$ cat config.mk
export PLATFORM = sky130hd
export DESIGN_NAME = fdiv_seq
export DESIGN_NICKNAME = d
export VERILOG_FILES = /design/src/rtl/fpu_pkg.sv /design/src/rtl/fp_round_pack.sv /design/src/rtl/fdiv_seq.sv
export SDC_FILE = /design/constraint.sdc
export NUM_CORES = 1
export LEC_CHECK = 0
export ABC_CLOCK_PERIOD_IN_PS = 6950
export CORE_ASPECT_RATIO = 1.75
export CORE_MARGIN = 1
export CORE_UTILIZATION = 57
export DETAILED_ROUTE_END_ITERATION = 16
export PLACE_DENSITY_LB_ADDON = 0.3
export SYNTH_ARGS = -nofsm -noshare
export SYNTH_HDL_FRONTEND = slang
export SYNTH_SLANG_ARGS = --single-unit
$ cat constraint.sdc
create_clock -name clk -period 6.95 [get_ports clk]
set_input_delay 0.695 -clock clk [delete_from_list [all_inputs] [get_ports clk]]
set_output_delay 0.695 -clock clk [all_outputs]
set_load 0.02 [all_outputs]
$ cat src/rtl/fpu_pkg.sv
// fpu_pkg: shared FP32 constants, divider state encoding and operand classification.
package fpu_pkg;
  localparam int FP_BIAS = 127;
  localparam logic [31:0] FP_QNAN = 32'h7FC00000;
  localparam logic [31:0] FP_PINF = 32'h7F800000;
  typedef enum logic [1:0] {IDLE, DIV, ROUND, DONE} fdiv_state_t;
  typedef struct packed {
    logic is_zero;
    logic is_inf;
    logic is_nan;
  } fp_class_t;
  // Exponent-0 encodings count as zero, so subnormals flush on input.
  function automatic fp_class_t classify(input logic [31:0] x);
    fp_class_t c;
    c.is_zero = x[30:23] == 8'd0;
    c.is_inf  = x[30:23] == 8'hFF && x[22:0] == 23'd0;
    c.is_nan  = x[30:23] == 8'hFF && x[22:0] != 23'd0;
    return c;
  endfunction
endpackage

$ cat src/rtl/fp_round_pack.sv
// fp_round_pack: normalize a 27-bit quotient, round to nearest even, range check and pack FP32.
module fp_round_pack
  import fpu_pkg::*;
(
  input  logic        [26:0] q,
  input  logic               rem_nz,
  input  logic signed [9:0]  exp_in,
  input  logic               sign,
  output logic        [31:0] res
);
  logic [23:0] mant, mant_f;
  logic guard, sticky, inc, carry;
  logic [23:0] mant_r;
  logic signed [9:0] e_n, e_f;
  always_comb begin
    mant = q[26] ? q[26:3] : q[25:2];
    guard = q[26] ? q[2] : q[1];
    sticky = (q[26] ? |q[1:0] : q[0]) | rem_nz;
    inc = guard & (sticky | mant[0]);
    {carry, mant_r} = {1'b0, mant} + {24'd0, inc};
    mant_f = carry ? 24'h800000 : mant_r;
    e_n = q[26] ? exp_in : exp_in - 10'sd1;
    e_f = e_n + $signed({9'd0, carry});
    res = e_f >= 10'sd255 ? {sign, FP_PINF[30:0]} :
          e_f <= 10'sd0   ? {sign, 31'd0} :
                            {sign, e_f[7:0], mant_f[22:0]};
  end
endmodule

$ cat src/rtl/fdiv_seq.sv
// fdiv_seq: iterative FP32 divider, radix-2 restoring, one quotient bit per cycle, RNE rounding.
module fdiv_seq
  import fpu_pkg::*;
#(
  parameter bit SPECIAL_FAST = 1'b1
) (
  input  logic        clk,
  input  logic        rst,
  input  logic [31:0] num1,
  input  logic [31:0] num2,
  input  logic        in_valid,
  output logic        in_ready,
  output logic [31:0] out_div,
  output logic        out_valid,
  input  logic        out_ready
);
  fdiv_state_t state, state_n;
  logic [4:0] cnt;
  logic [24:0] rem;
  logic [23:0] mb, rem_n;
  logic [26:0] q;
  logic signed [9:0] e;
  logic sign, spec, ge;
  logic [31:0] spec_res, spec_c, rp_res;
  fp_class_t ca, cb;
  logic acc, sp_c, sgn_c;
  always_comb begin
    ca = classify(num1);
    cb = classify(num2);
    sgn_c = num1[31] ^ num2[31];
    sp_c = ca.is_nan | cb.is_nan | ca.is_zero | cb.is_zero | ca.is_inf | cb.is_inf;
    spec_c = (ca.is_nan | cb.is_nan | (ca.is_zero & cb.is_zero) | (ca.is_inf & cb.is_inf)) ? FP_QNAN :
             (ca.is_inf | cb.is_zero) ? {sgn_c, FP_PINF[30:0]} : {sgn_c, 31'd0};
    acc = in_valid && state == IDLE;
    ge = rem >= {1'b0, mb};
    rem_n = ge ? 24'(rem - {1'b0, mb}) : rem[23:0];
    in_ready = state == IDLE;
    out_valid = state == DONE;
  end
  always_comb begin
    state_n = state;
    case (state)
      IDLE:  state_n = acc ? ((sp_c && SPECIAL_FAST) ? DONE : DIV) : IDLE;
      DIV:   state_n = cnt == 5'd0 ? ROUND : DIV;
      ROUND: state_n = DONE;
      DONE:  state_n = out_ready ? IDLE : DONE;
      default: state_n = IDLE;
    endcase
  end
  always_ff @(posedge clk) state <= rst ? IDLE : state_n;
  fp_round_pack u_rp (
    .q(q),
    .rem_nz(rem != 25'd0),
    .exp_in(e),
    .sign(sign),
    .res(rp_res)
  );
  always_ff @(posedge clk) begin
    if (rst) begin
      cnt <= '0;
      rem <= '0;
      mb <= '0;
      q <= '0;
      e <= '0;
      sign <= 1'b0;
      spec <= 1'b0;
      spec_res <= '0;
      out_div <= '0;
    end else begin
      if (acc) begin
        cnt <= 5'd26;
        rem <= {2'b01, num1[22:0]};
        mb <= {1'b1, num2[22:0]};
        q <= '0;
        e <= 10'({2'b0, num1[30:23]} - {2'b0, num2[30:23]} + 10'(FP_BIAS));
        sign <= sgn_c;
        spec <= sp_c;
        spec_res <= spec_c;
        if (sp_c && SPECIAL_FAST) out_div <= spec_c;
      end
      if (state == DIV) begin
        rem <= {rem_n, 1'b0};
        q <= {q[25:0], ge};
        cnt <= cnt - 5'd1;
      end
      if (state == ROUND) out_div <= spec ? spec_res : rp_res;
    end
  end
endmodule

==> results.py, run 1 <==
metrics = {
    "routing": {
        "detail_route.iter0.violations": 531,
        "drc": 0,
        "vias_per_cell": 6.12,
        "vias": 8407,
        "drt-pass1-iter-count": 5,
        "ant_nets": 0,
        "wl_um": 22700,
        "wl_per_cell_um": 16.5,
    },
    "grt": {
        "grt-busiest-layer": "met2",
        "antenna_found_initial": 0,
        "grt_use_met2": 0.553,
        "use_met3": 0.0503,
        "grt_pass1_wl_um": 37400,
        "grt_max_degree": 84,
        "grt.total_usage": 0.308,
        "grt_pass1_vias": 8232,
        "grt.met1_usage": 0.318,
        "grt_overflow_total": 0,
    },
    "clock_network": {
        "clkLatencyLatePin_ps": 430,
        "hold_buffers": 0,
        "cts_sinks": 130,
        "clk_pin_slew_ps": 70,
        "cts_tree": "yes",
        "cts_resized": 0,
        "cts_root_buf": "clkbuf_16",
        "htreeDepth": 4,
        "cts_buffer_depth": 2,
        "cts_buffers": 17,
        "cts_setup_buffers": 0,
    },
    "sta": {
        "period_share": 0.816,
        "period_minus_slack_ps": 5670,
        "clock_skew_ps": 11.0,
        "relSlewSlack": 0.431,
        "worst_pin_slew_ps": 847,
        "fmax_mhz": 176,
        "grt_setup_unrepaired": "false",
        "setup_viol": 0,
        "slew_viol_final": 0,
        "finalSetupTns_ps": 0,
        "whs_ps": 439,
        "hold_viol": 0,
    },
    "synth": {
        "yosysSeqAreaShare": 0.306,
        "syn_area_per_cell_um2": 7.58,
        "synth_cells": 1121,
        "synthAdderAreaFrac": 0.0607,
        "yosys.area_share.xor_xnor": 0.0627,
        "synth_top_cell_area_share": 0.306,
        "yosys.area_share.simple": 0.248,
        "synth_top_family_by_area": "simple AND/OR/NAND/NOR gates",
        "synth_mux_area_frac": 0.0334,
        "ys_async_sr_fraction": 0,
        "synthDistinctLibCells": 71,
        "synthTopCellsByArea": "dfxtp_1, a21oi_1, nand2_1, ha_1, xnor2_1",
        "synth-compound-area-share": 0.230,
        "synthesis.nets": 1229,
        "synth_flop_cell": "dfxtp_1",
        "yosys.area.top_type": "dfxtp_1",
        "synth_area_um2": 8500,
        "ys_ff_latch": 130,
        "synth-edff-count": 0,
        "synth_warnings": 0,
    },
    "layout": {
        "syn_to_final_growth_pct": 19.9,
        "nets": 1288,
        "antenna_cells": 0,
        "drive_gt1_frac": 0.0570,
        "final_common_cell": "nand2_1",
        "final_cell_mix": "nand2_1, a21oi_1, dfxtp_1, clkdlybuf4s50_1",
        "final_cell_area_um2": 10200,
    },
    "power": {
        "p_per_area_nw_per_um2": 365,
        "leakage_nw": 3.79,
        "ir_worst_vdd_mv": 0.265,
        "power_w": 0.00372,
    },
    "die": {
        "std_cell_rows": 58,
        "coreArea_um2": 14400,
        "initial_core_util": 0.588,
        "io_pins": 102,
        "die_w_um": 94.3,
        "die_h_um": 164,
        "die_area_um2": 15400,
    },
    "place": {
        "gp_congestion": 1.03,
        "placed_area_um2": 9510,
        "dp_hpwl_um": 16300,
        "port_buffers": 101,
    },
    "critical_path": {
        "crit_family": "simple AND/OR/NAND/NOR gates",
        "worstPathRequired_ps": 7290,
        "critical-path-max-stage-delay_ps": 600,
        "critPathLaunchType": "register",
        "criticalPathCategory": "register to register",
        "crit_arrival_ps": 6010,
        "crit_buf_inv": 2,
        "end_kind": "register",
        "critPathSlowestCell": "dfxtp_2",
        "cpMostUsedCell": "and3_1",
        "path_max_fanout": 49,
        "path_cells": "buf_4 > mux2i_1 > nor4_1 > and3_1 > and3_1 > nand2_1 > nor2_1 > ha_1 > inv_1 > o41ai_2 > nor3b_4 > a21boi_1 > o32ai_2 > xor2_2 > nor3_2 > nand3_2 > o31ai_1",
    },
    "run": {
        "drv_cap": 0,
    },
    "status": {
        "status": "finished, final reports clean",
    },
    "hold_path": {
        "min_path_type": "register to register",
    },
}
-- power by group --
group          leakage, nW  internal (W)  total [W]  switching, W
Clock                0.330      0.000678    0.00103      0.000355
Sequential            1.06      0.000841   0.000949      0.000107
Combinational         2.40      0.000737    0.00173      0.000996
-- final cells by class --
class | instances | area [um^2]
Multi-Input combinational cell | 866 | 5400
Fill cell | 1184 | 4250
Sequential cell | 130 | 2600
Timing Repair Buffer | 109 | 1070
Clock buffer | 17 | 425
Clock inverter | 15 | 253
Tap cell | 180 | 225
Inverter | 56 | 210
-- sequential cells by signal, indices dropped and copies added, names as in the netlist --
register,count
spec_res,3
out_div,32
q,27
sign,1
spec,1
state,2
mb,24
e,10
cnt,5
rem,25
-- synth_stat cells, types with 4 or more instances --
cell and n:
or4_1 5, and3_1 26, or3_1 6, ha_1 38
a21oi_1 135, nand4_1 11, nand3_1 50, and2_1 7
buf_4 5, o21ai_0 33, o21a_1 5, nand2b_1 15
o21ai_1 23, a311o_1 9, a21o_1 16, nor4_1 19
nand3b_1 5, a221oi_1 4, nor2b_1 13, a21boi_0 7
a31oi_1 11, nor3_1 20, nand2_1 168, inv_1 56
xnor2_1 38, nor3b_1 6, or2_2 4, clkbuf_1 47
a211oi_1 15, o22ai_1 14, xor2_1 21, mux2i_1 25
nor2_1 56, a311oi_1 9, buf_1 13, dfxtp_1 130
-- worst min-delay path, cell delays in order (launching register included) --
cell and delay [ps]:
dfxtp_1 300, nand2_1 50, o21ai_1 50
-- worst paths after layout --
| check | cells after the start | to | slack, ps | from |
|---|---|---|---|---|
| hold / removal | 2 | out_div[11] | 440 | out_div[11] |
| setup reg to reg | 17 | out_div[13] | 1280 | q[26] |
| setup / recovery | 17 | out_div[13] | 1280 | q[26] |
| hold reg to reg | 2 | out_div[11] | 440 | out_div[11] |
-- through the flow --
step / setup WS (ps) / utilization / instances
2_1_floorplan: 1370 / - / 1121
3_3_place_gp: 1580 / 0.658 / 1341
3_5_place_dp: 1400 / 0.658 / 1341
4_1_cts: 1290 / 0.705 / 1373
5_1_grt: 705 / 0.705 / 1373
6_report: 1280 / 0.705 / 1373
-- metal layers --
metal  routed length [um]  vias to the layer above  share of wire
met5                    0                        -              0
met4                 1420                        0          0.062
met2                12000                      303           0.53
met3                 1100                       91          0.049
met1                 8220                     3892           0.36
li1                     -                     4121              -
-- cells by family after synthesis --
kind of cell / Yosys count
buf+inv: 125
simple gates: 424
compound gates: 314
flops: 130
fa+ha+maj: 40
xor+xnor: 60
mux: 28
Note: power is estimated with default switching activity, not from simulation.
==> run 2: changes to the inputs <==
--- a/config.mk
+++ b/config.mk
@@ -5,10 +5,10 @@
 export SDC_FILE = /design/constraint.sdc
 export NUM_CORES = 1
 export LEC_CHECK = 0
-export ABC_CLOCK_PERIOD_IN_PS = 6950
+export ABC_CLOCK_PERIOD_IN_PS = 5000
 export CORE_ASPECT_RATIO = 1.75
 export CORE_MARGIN = 1
-export CORE_UTILIZATION = 57
+export CORE_UTILIZATION = 52
 export DETAILED_ROUTE_END_ITERATION = 16
 export PLACE_DENSITY_LB_ADDON = 0.3
 export SYNTH_ARGS = -nofsm -noshare
==> constraint.sdc (replaced) <==
create_clock -name clk -period 5 [get_ports clk]
set_input_delay 0.5 -clock clk [delete_from_list [all_inputs] [get_ports clk]]
set_output_delay 0.5 -clock clk [all_outputs]
set_load 0.02 [all_outputs]
==> results.py, run 2 (synthesis gave the netlist of run 1 again) <==
metrics = {
    "layout": {
        "largest_reg_flops": 32,
        "fin_util": 0.644,
        "nets": 1293,
        "top_register": "out_div",
        "drive_gt1_frac": 0.0626,
        "fillCellCount": 1437,
        "reg_top3": "out_div x32, q x27, rem x25",
        "multi_input_area_um2": 5450,
        "final_common_cell": "nand2_1",
        "syn_to_final_growth_pct": 20.8,
        "antenna_cells": 0,
        "final_cell_mix": "nand2_1, a21oi_1, dfxtp_1, clkdlybuf4s50_1",
        "regArea_um2": 2600,
        "final_cells": 1387,
    },
    "sta": {
        "slew_viol_final": 0,
        "grt_setup_unrepaired": "false",
        "hold_viol": 0,
        "period_share": 0.910,
        "period_minus_slack_ps": 4550,
        "relSlewSlack": 0.393,
        "fmax_mhz": 220,
        "setup_viol": 0,
        "worst_pin_slew_ps": 908,
        "finalSetupTns_ps": 0,
        "clock_skew_ps": 8.88,
    },
    "hold_path": {
        "min_path_type": "register to register",
    },
    "critical_path": {
        "worstPathRequired_ps": 5330,
        "critPathSlowestCell": "dfxtp_1",
        "crit_arrival_ps": 4880,
        "end_kind": "register",
        "criticalPathCategory": "register to register",
        "path_cells": "nand2b_1 > a21boi_0 > ha_1 > nand2_1 > nor4_4 > and3_4 > and3_1 > nand2_1 > nor2_1 > ha_1 > inv_1 > o41ai_4 > nor3b_4 > a21boi_1 > o32ai_2 > xor2_2 > nor3_4 > nand3_4 > o31ai_1",
        "critPathLaunchType": "register",
        "critical-path-max-stage-delay_ps": 400,
        "crit_buf_inv": 1,
        "path_max_fanout": 22,
        "crit_family": "simple AND/OR/NAND/NOR gates",
    },
    "die": {
        "die_w_um": 98.6,
        "die_area_um2": 16900,
        "std_cell_rows": 61,
        "coreArea_um2": 16000,
        "io_pins": 102,
        "initial_core_util": 0.533,
        "die_h_um": 171,
    },
    "clock_network": {
        "cts_tree": "yes",
        "cts_buffer_depth": 2,
        "cts_root_buf": "clkbuf_16",
        "cts_buffers": 17,
        "htreeDepth": 4,
        "cts_sinks": 130,
        "clkLatencyLatePin_ps": 420,
        "clk_pin_slew_ps": 60,
    },
    "power": {
        "leakage_nw": 3.83,
        "power_w": 0.00517,
        "p_per_area_nw_per_um2": 503,
        "ir_worst_vdd_mv": 0.310,
    },
    "routing": {
        "wl_per_cell_um": 17.1,
        "detail_route.iter0.violations": 390,
        "wl_um": 23800,
        "drt-pass1-iter-count": 7,
        "vias": 8455,
        "vias_per_cell": 6.10,
        "drc": 0,
        "ant_nets": 0,
    },
    "place": {
        "gp_congestion": 0.941,
        "dp_hpwl_um": 17500,
        "port_buffers": 101,
        "dp.cells": 1354,
    },
    "grt": {
        "grt_overflow_total": 0,
        "grt_pass1_vias": 8278,
        "grt.total_usage": 0.289,
        "grt_pass1_wl_um": 38900,
        "grt_max_degree": 57,
        "antenna_found_initial": 0,
    },
    "run": {
        "drv_cap": 0,
    },
    "status": {
        "status": "finished, final reports clean",
    },
}
run 2: what timing repair did:
action                     CTS  global route
buffers inserted             0             1
setup endpoints to repair    0            22
gates resized for setup      0             2
hold buffers                 0             0
run 2: tightest hold or removal path, cell delays in order, from the launching register on:
cell and delay (ps):
dfxtp_1 310, nand2_1 50, o21ai_1 50
run 2: cell type report:
type	count	share of cell area
Clock inverter	14	0.0218
Multi-Input combinational cell	866	0.531
Inverter	56	0.0205
Sequential cell	130	0.254
Timing Repair Buffer	114	0.108
Clock buffer	18	0.0428
Tap cell	189	0.0230
run 2: layer usage:
layer | routed length [um] | track usage
met1 | 8640 | 0.290
met2 | 12500 | 0.541
met3 | 1010 | 0.0404
met4 | 1590 | 0.211
met5 | 0 | 0
run 2: through the flow:
stage / hold WS (ps) / cell area [um^2] / setup WS [ps]
final: 440 / 10300 / 452
after global routing: 461 / 10300 / 72.6
after CTS: 447 / 10200 / 4.16
after detailed placement: 439 / 9580 / 22.6
after global placement: 435 / 9580 / 180
after floorplan: 435 / 8540 / 42.2
run 2: power by group:
group	switching [W]	total, W	internal, W
Combinational	0.00139	0.00242	0.00103
Clock	0.000511	0.00142	0.000906
Sequential	0.000159	0.00133	0.00117
run 2: path summary, 6_finish.rpt:
check | start | end | slack [ps] | depth (start not counted)
max | q[1] | out_div[13] | 450 | 19
min | out_div[11] | out_div[11] | 440 | 2
max reg2reg | q[1] | out_div[13] | 450 | 19
min reg2reg | out_div[11] | out_div[11] | 440 | 2
==> patch, RTL diff (settings of run 2) <==
Set the parameter `SPECIAL_FAST` to 1'b0 (it was 1'b1).
--- a/src/rtl/fdiv_seq.sv
+++ b/src/rtl/fdiv_seq.sv
@@ -2,7 +2,7 @@
 module fdiv_seq
   import fpu_pkg::*;
 #(
-  parameter bit SPECIAL_FAST = 1'b1
+  parameter bit SPECIAL_FAST = 1'b0
 ) (
   input  logic        clk,
   input  logic        rst,
Check against the original RTL: not equivalent (Yosys sat finds a counterexample within 4 cycles, from zero or initial values and one cycle with rst high).
==> patch against run 2 <==
  * Setup slack worse by 0.033 ns
  * Critical path depth up 1
  * Synthesized area down 2.8%
  * Final cell count down 3.4%
  * Largest cell class unchanged
  * Worst hold slack better by 0.013 ns
  * Sequential cell count unchanged
  * Maximum frequency down 0.72%
  * Wire length down 4.4%
  * Total power down 5.7%
  * Final area down 3.4%
==> patch: results <==
<?xml version="1.0" encoding="UTF-8"?>
<metrics>
  <group name="logic_synthesis">
    <metric name="synth.yosys.seq_area_share" unit="">0.3152</metric>
    <metric name="most_used_standard_cells_in_the_synthesized_netlist" unit="">138 x sky130_fd_sc_hd__nand2_1, 130 x sky130_fd_sc_hd__dfxtp_1, 121 x sky130_fd_sc_hd__a21oi_1, 74 x sky130_fd_sc_hd__nor2_1, 55 x sky130_fd_sc_hd__clkbuf_1</metric>
    <metric name="synth_compound_area_frac" unit="">0.2450</metric>
    <metric name="synth_mux_area_frac" unit="">0.02925</metric>
    <metric name="post_synth_main_area_contributors" unit="">sky130_fd_sc_hd__dfxtp_1 32%, sky130_fd_sc_hd__a21oi_1 7.3%, sky130_fd_sc_hd__nand2_1 6.3%</metric>
  </group>
  <group name="critical_path">
    <metric name="setup.reg_to_reg.worst_slack" unit="ns">0.42</metric>
    <metric name="timing.critical_path.fanout_max" unit="">23</metric>
    <metric name="critical_path.reg2reg.endpoint" unit="">out_div[1]</metric>
  </group>
  <group name="route">
    <metric name="drt_iter0_drc" unit="">417</metric>
    <metric name="dr_wl_met3" unit="um">895</metric>
    <metric name="route.layer.met1.wl" unit="um">8187</metric>
    <metric name="dr.pass1.iters" unit="">5</metric>
  </group>
  <group name="global_routing">
    <metric name="grt_pass1_vias" unit="">7785</metric>
    <metric name="grt_use_total" unit="">0.2787</metric>
    <metric name="met3_usage" unit="">0.04831</metric>
    <metric name="met1_usage" unit="">0.2801</metric>
  </group>
  <group name="layout">
    <metric name="finish.net_count" unit="">1249</metric>
    <metric name="layout-drive-gt1-share" unit="">0.05893</metric>
  </group>
  <group name="power_and_ir_drop">
    <metric name="vdd.ir_drop.worst" unit="mV">0.3281</metric>
  </group>
  <group name="timing">
    <metric name="maxSlewHeadroom" unit="">0.3798</metric>
    <metric name="worst_clock_skew" unit="ns">0.007620</metric>
    <metric name="achievable-frequency" unit="MHz">218.3</metric>
  </group>
  <group name="placement">
    <metric name="postPlaceCellArea" unit="sq mm">0.009340</metric>
  </group>
  <group name="cts">
    <metric name="cts_resized" unit="">1</metric>
  </group>
  <group name="status">
    <metric name="status" unit="">completed</metric>
  </group>
</metrics>
[patch: final cells by class]
cell class                      count  area, sq um
Fill cell                        1362         5545
Multi-Input combinational cell    825         5213
Sequential cell                   130         2604
Timing Repair Buffer              113         1102
Clock buffer                       20        456.7
Tap cell                          186        232.7
Inverter                           54        202.7
Clock inverter                     12        108.9
[patch: worst min-delay path by stage]
stage	startpoint	to	slack (ns)	depth (start not counted)
6_report	mb[10]	mb[10]	0.45	2
5_1_grt	mb[21]	mb[21]	0.47	2
4_1_cts	mb[10]	mb[10]	0.45	2
3_5_place_dp	mb[10]	mb[10]	0.45	2
3_3_place_gp	mb[5]	mb[5]	0.44	2
2_1_floorplan	mb[23]	mb[23]	0.44	2
[patch: logic make-up (layout without fill, tap and decap cells)]
family / count (synthesis) / in the layout
DFF: 130 / 130
muxes: 24 / 24
buffers and inverters: 119 / 199
xor gates and xnor gates: 56 / 56
adders and majority gates: 40 / 40
AOI/OAI and AO/OA: 314 / 314
and+or+nand+nor: 391 / 391
[patch: worst max-delay path: stages (launching register included)]
cell and delay (ns):
sky130_fd_sc_hd__dfxtp_1 0.45, sky130_fd_sc_hd__mux2i_1 0.11, sky130_fd_sc_hd__nor2b_1 0.12, sky130_fd_sc_hd__ha_1 0.20, sky130_fd_sc_hd__nand3_1 0.11, sky130_fd_sc_hd__nor2_1 0.21, sky130_fd_sc_hd__and4_1 0.30, sky130_fd_sc_hd__and3_1 0.27
sky130_fd_sc_hd__and3_1 0.21, sky130_fd_sc_hd__nand2_1 0.10, sky130_fd_sc_hd__nor2_2 0.26, sky130_fd_sc_hd__ha_1 0.23, sky130_fd_sc_hd__ha_1 0.22, sky130_fd_sc_hd__nor2b_4 0.27, sky130_fd_sc_hd__nand2_1 0.12, sky130_fd_sc_hd__xnor2_1 0.18
sky130_fd_sc_hd__nor4_2 0.33, sky130_fd_sc_hd__a311oi_2 0.17, sky130_fd_sc_hd__nor4b_4 0.18, sky130_fd_sc_hd__buf_6 0.19, sky130_fd_sc_hd__a22o_1 0.23
[patch: metrics by stage]
stage | hold WS [ns] | instances | power (uW) | util | TNS (ns)
after global routing | 0.4678 | 1340 | 5181 | 0.6414 | 0
after CTS | 0.4537 | 1340 | 4853 | 0.6407 | 0
after detailed placement | 0.4463 | 1308 | 3648 | 0.6040 | -0.1682
final | 0.4529 | 1340 | 4875 | 0.6414 | 0
after floorplan | 0.4353 | 1074 | 3076 | - | 0
after global placement | 0.4431 | 1308 | 3621 | 0.6040 | 0
[patch: power by group]
| group | internal, uW | switching [uW] | total, uW |
|---|---|---|---|
| Combinational | 983 | 1350 | 2330 |
| Clock | 709 | 485 | 1190 |
| Sequential | 1180 | 175 | 1350 |
